### config.mk
export PLATFORM = sky130hd
export DESIGN_NAME = m68k_dma_arbiter_flat
export DESIGN_NICKNAME = d
export VERILOG_FILES = /design/src/rtl/m68k_dma_arbiter_pkg.sv /design/src/rtl/m68k_dma_arbiter_if.sv /design/src/rtl/m68k_dma_arbiter_prio_enc.sv /design/src/rtl/m68k_dma_arbiter.sv /design/src/flat_wrapper.sv
export SDC_FILE = /design/constraint.sdc
export NUM_CORES = 1
export LEC_CHECK = 0
export BUFFER_PORTS_ARGS = -buffer_cell sky130_fd_sc_hd__buf_2
export CORE_AREA = 2 2 39 41
export DETAILED_ROUTE_END_ITERATION = 12
export DIE_AREA = 0 0 41 43
export GPL_TIMING_DRIVEN = 0
export PLACE_DENSITY = 0.3
export SKIP_CTS_REPAIR_TIMING = 1
export SLEW_MARGIN = 20
export SYNTH_ARGS = -nofsm -noshare
export SYNTH_HDL_FRONTEND = slang
export SYNTH_SLANG_ARGS = --single-unit
export TNS_END_PERCENT = 50
### constraint.sdc
create_clock -name clk -period 1.1 [get_ports clk]
set_input_delay 0.22 -clock clk [delete_from_list [all_inputs] [get_ports clk]]
set_output_delay 0.22 -clock clk [all_outputs]
set_load 0.02 [all_outputs]
### src/rtl/m68k_dma_arbiter_pkg.sv
// Shared types for the 68000 DMA bus arbiter: FSM state encoding and a
// lowest-index-first priority encoder usable by any requester count up to PRIO_MAX_W.
package m68k_dma_arbiter_pkg;

  typedef enum logic [1:0] {
    IDLE = 2'b00,
    REQ  = 2'b01,
    ACK  = 2'b10
  } state_t;

  localparam int PRIO_MAX_W = 32;
  localparam int PRIO_IDX_W = 5;

  typedef struct packed {
    logic                  vld;
    logic [PRIO_IDX_W-1:0] idx;
  } prio_t;

  // Bit 0 has highest priority: scanning downward leaves the lowest set index.
  function automatic prio_t prio_lowest(input logic [PRIO_MAX_W-1:0] vec);
    prio_t r;
    r.vld = |vec;
    r.idx = '0;
    for (int i = PRIO_MAX_W - 1; i >= 0; i--) begin
      if (vec[i]) r.idx = PRIO_IDX_W'(i);
    end
    return r;
  endfunction

endpackage

### src/rtl/m68k_dma_arbiter_if.sv
// Arbiter-side bundle: 68000 BRn/BGn/BGACKn wires plus per-device request/grant.
// master = arbiter view, slave = CPU/device environment view.
interface m68k_dma_arbiter_if #(
  parameter int BW = 1
);
  logic          cpu_BRn;
  logic          cpu_BGACKn;
  logic          cpu_BGn;
  logic [BW-1:0] dev_br;
  logic [BW-1:0] dev_bg;

  modport master (
    output cpu_BRn,
    output cpu_BGACKn,
    output dev_bg,
    input  cpu_BGn,
    input  dev_br
  );

  modport slave (
    input  cpu_BRn,
    input  cpu_BGACKn,
    input  dev_bg,
    output cpu_BGn,
    output dev_br
  );
endinterface

### src/rtl/m68k_dma_arbiter_prio_enc.sv
// Combinational fixed-priority encoder (bit 0 wins); zero latency, no flow control.
// BW is limited to PRIO_MAX_W requesters.
module m68k_prio_enc
  import m68k_dma_arbiter_pkg::*;
#(
  parameter int BW = 1,
  parameter int IW = (BW > 1) ? $clog2(BW) : 1
) (
  input  logic [BW-1:0] i_vec,
  output logic          o_vld,
  output logic [IW-1:0] o_idx
);
  prio_t w_res;

  assign w_res = prio_lowest(PRIO_MAX_W'(i_vec));
  assign o_vld = w_res.vld;
  assign o_idx = IW'(w_res.idx);
endmodule

### src/rtl/m68k_dma_arbiter.sv
// Turns level device requests into the 68000 BRn/BGn/BGACKn handshake and reports the owner.
// Outputs decode registered state only: BRn one edge after request, BGACKn on the BGn-sampling edge.
module m68k_dma_arbiter
  import m68k_dma_arbiter_pkg::*;
#(
  parameter int BW = 1
) (
  input  logic                clk,
  input  logic                rst,
  m68k_dma_arbiter_if.master  bus
);
  localparam int IW = (BW > 1) ? $clog2(BW) : 1;

  state_t        r_state;
  state_t        w_next;
  logic [IW-1:0] r_owner;
  logic          w_req_vld;
  logic [IW-1:0] w_req_idx;
  logic [BW-1:0] w_own_oh;
  logic          w_own_req;
  logic          w_brn;
  logic          w_bgackn;
  logic [BW-1:0] w_bg;

  m68k_prio_enc #(
    .BW (BW),
    .IW (IW)
  ) u_prio_enc (
    .i_vec (bus.dev_br),
    .o_vld (w_req_vld),
    .o_idx (w_req_idx)
  );

  assign w_own_oh  = BW'(1) << r_owner;
  assign w_own_req = |(bus.dev_br & w_own_oh);

  // Owner is latched only when leaving IDLE, so later requests cannot steal the bus.
  always_ff @(posedge clk or posedge rst) begin
    if (rst) begin
      r_state <= IDLE;
      r_owner <= '0;
    end else begin
      r_state <= w_next;
      if (r_state == IDLE && w_req_vld) r_owner <= w_req_idx;
    end
  end

  always_comb begin
    w_next = IDLE;
    case (r_state)
      IDLE:    w_next = w_req_vld ? REQ : IDLE;
      REQ: begin
        if (!w_own_req)        w_next = IDLE;
        else if (!bus.cpu_BGn) w_next = ACK;
        else                   w_next = REQ;
      end
      ACK:     w_next = w_own_req ? ACK : IDLE;
      default: w_next = IDLE;
    endcase
  end

  always_comb begin
    w_brn    = 1'b1;
    w_bgackn = 1'b1;
    w_bg     = '0;
    case (r_state)
      REQ: w_brn = 1'b0;
      ACK: begin
        w_bgackn = 1'b0;
        w_bg     = w_own_oh;
      end
      default: ;
    endcase
  end

  assign bus.cpu_BRn    = w_brn;
  assign bus.cpu_BGACKn = w_bgackn;
  assign bus.dev_bg     = w_bg;
endmodule

### src/flat_wrapper.sv
// flat-port wrapper written by rule: the top's interface ports become plain ports
module m68k_dma_arbiter_flat import m68k_dma_arbiter_pkg::*;
#(
  parameter int BW = 1
)
  (clk, rst, bus_cpu_BRn, bus_cpu_BGACKn, bus_dev_bg, bus_cpu_BGn, bus_dev_br);
  m68k_dma_arbiter_if #(.BW(BW)) bus_i ();
  input  logic clk;
  input  logic rst;
  output wire logic [$bits(bus_i.cpu_BRn)-1:0] bus_cpu_BRn;
  output wire logic [$bits(bus_i.cpu_BGACKn)-1:0] bus_cpu_BGACKn;
  output wire logic [$bits(bus_i.dev_bg)-1:0] bus_dev_bg;
  input wire logic [$bits(bus_i.cpu_BGn)-1:0] bus_cpu_BGn;
  input wire logic [$bits(bus_i.dev_br)-1:0] bus_dev_br;
  assign bus_cpu_BRn = bus_i.cpu_BRn;
  assign bus_cpu_BGACKn = bus_i.cpu_BGACKn;
  assign bus_dev_bg = bus_i.dev_bg;
  assign bus_i.cpu_BGn = bus_cpu_BGn;
  assign bus_i.dev_br = bus_dev_br;
  m68k_dma_arbiter #(.BW(BW)) u_core (.clk(clk), .rst(rst), .bus(bus_i));
endmodule
==> results.ini <==
[synth]
synthesis.instances = 10
postSynthNetCount = 14
ys_seq_area_share_pct = 44.4
synthesis.area_um2 = 113
avgSynthCellArea_um2 = 11.3
ys_warn_count = 0
post_synth_num_cell_types = 8
yosys_register_bits = 2

[clock_tree]
clk_root_buffer_cell = sky130_fd_sc_hd__clkbuf_4
htree_num_levels = 1
clk_path_buf_depth = 2
tritoncts_clock_tree = done
cts.clk_slew.worst_paths_ps = 30
clock_latency_reported_for_the_late_side_of_the_worst_skew_pair_ps = 220
clock_buffer_count_from_cts = 3
clock_sink_count = 2

[global_route]
vias_in_the_first_global_route = 106
antenna_found_initial = 0
globalRouteTotalUtil_pct = 4.21
grt_pass1_wl_um = 407
grt_max_degree = 5
overflow = 0

[sta]
rsz0062_at_grt = yes
clock_tree_skew_after_final_layout_ps = 2.12
setup_violators_final = 3
tightest_slew_ps = 160
min_tclk_post_route_ps = 1230
maxSlewViolCount = 0
fmaxAchievable_mhz = 814
worst_slew_slack_as_a_fraction_of_its_limit_pct = 89.3
finalCritPeriodShare_pct = 112
finalWorstSetupSlack_ps = -128
finalHoldViolations = 0
final.setup.tns_ps = -249

[finish]
final_cells = 37
syn2layout_area_growth_pct = 93.3
largest_register = u_core.r_state
num-nets-final = 27
largest_registers = u_core.r_state (2)
layout-drive-gt1-share_pct = 57.1
largest_register_ff_count = 2
commonest_non_fill_non_tap_cells_in_the_layout = sky130_fd_sc_hd__clkbuf_4 (3), sky130_fd_sc_hd__buf_2 (3)
ant_cells = 0

[drt]
drc = 0
ant_nets = 0
detail_route.wirelength_um = 268
detailroute.via_count = 103
route.detailed.wl_per_inst_um = 7.24
detailedRoute.firstPassIterationCount = 1
post_drt_via_cell_ratio = 2.78
drt_iter0_markers = 0

[status]
failed_checks = negative setup slack
status = complete, but fails checks

[setup_path]
r2r.worst_path.cells = 3
worst-path-max-fanout = 4
critical_path_required_ps = 880
criticalPathCategory = reg -> out
arrival_ps = 1010
worst_setup_path_end_kind = primary output
launching_element_type_of_the_critical_path = flop

[placed_design]
placed_cells = 32
place.port_buffers = 6
detailedPlace.worstSlack_ps = 100
gp_congestion = 0.561

[worst_hold_path]
timing.hold.worst.class = in -> reg
hold-path-cell-count = 2

[floorplan]
placement_rows = 14
dieHeight_um = 43
num_io_pins = 7
design.die.area_mm2 = 0.00176
die_width_um = 41
initial_utilization_pct = 8.14
core_area_mm2 = 0.00138

[pwr]
max-vdd-ir-drop_mv = 0.401
power_w = 0.000306
leakage_nw = 0.103
power_per_unit_of_standard_cell_area_mw_per_mm2 = 1400

[flow_run]
maxCapViolCount = 0

[Yosys cell counts]
library cell | n | area share, %
sky130_fd_sc_hd__dfrtp_1 | 2 | 44
sky130_fd_sc_hd__inv_1 | 2 | 6.7
sky130_fd_sc_hd__nor2b_1 | 1 | 5.6
sky130_fd_sc_hd__nor2b_4 | 1 | 12
sky130_fd_sc_hd__nor3b_1 | 1 | 6.7
sky130_fd_sc_hd__nor3b_2 | 1 | 11
sky130_fd_sc_hd__o21a_1 | 1 | 6.7
sky130_fd_sc_hd__or2b_1 | 1 | 6.7
[cell families after synthesis]
logic type / count (synthesis) / synth area share (%)
flops: 2 / 44.4
compound gates: 1 / 6.67
buf+inv: 2 / 6.67
simple gates: 5 / 42.2
[critical path: stages, from the launching register on]
cell and delay [ps]:
sky130_fd_sc_hd__dfrtp_1 400, sky130_fd_sc_hd__or2b_1 250, sky130_fd_sc_hd__buf_6 130
[through the flow]
stage | hold slack, ps | util (%) | instance area (um2)
after floorplan | -38.8 | - | 113
after global placement | 75.4 | 11.8 | 163
after detailed placement | 84.5 | 11.8 | 163
after global routing | 224 | 15.7 | 218
final | 220 | 15.7 | 218
after CTS | -157 | 13.4 | 185
[area by class of cell]
class / instances / area, um2
Timing Repair Buffer: 8 / 62.6
Inverter: 2 / 7.51
Multi-Input combinational cell: 6 / 55.1
Fill cell: 154 / 1170
Clock buffer: 3 / 22.5
Sequential cell: 2 / 50.0
Tap cell: 16 / 20.0
[power breakdown]
group	internal, W	switching, W	total [W]
Combinational	0.0000346	0.0000254	0.0000600
Clock	0.000120	0.0000395	0.000160
Sequential	0.0000799	0.00000622	0.0000861
[metal layers]
metal,wire (um),GRT usage [%],up-vias
met5,0,0,-
li1,-,-,53
met3,26,3.14,0
met2,101,3.75,7
met4,0,6.00,0
met1,139,4.81,43
[path summary, 6_finish.rpt]
check | start | slack [ps] | endpoint
setup reg to reg | u_core.r_state[1]$_DFF_PP0_ | 240 | u_core.r_state[1]$_DFF_PP0_
min in group asynchronous | rst | 400 | u_core.r_state[0]$_DFF_PP0_
max in group asynchronous | rst | 580 | u_core.r_state[1]$_DFF_PP0_
hold reg to reg | u_core.r_state[1]$_DFF_PP0_ | 560 | u_core.r_state[0]$_DFF_PP0_
hold / removal | bus_dev_br | 220 | u_core.r_state[1]$_DFF_PP0_
setup / recovery | u_core.r_state[0]$_DFF_PP0_ | -130 | bus_cpu_BRn
Note: power is estimated with default switching activity, not from simulation.
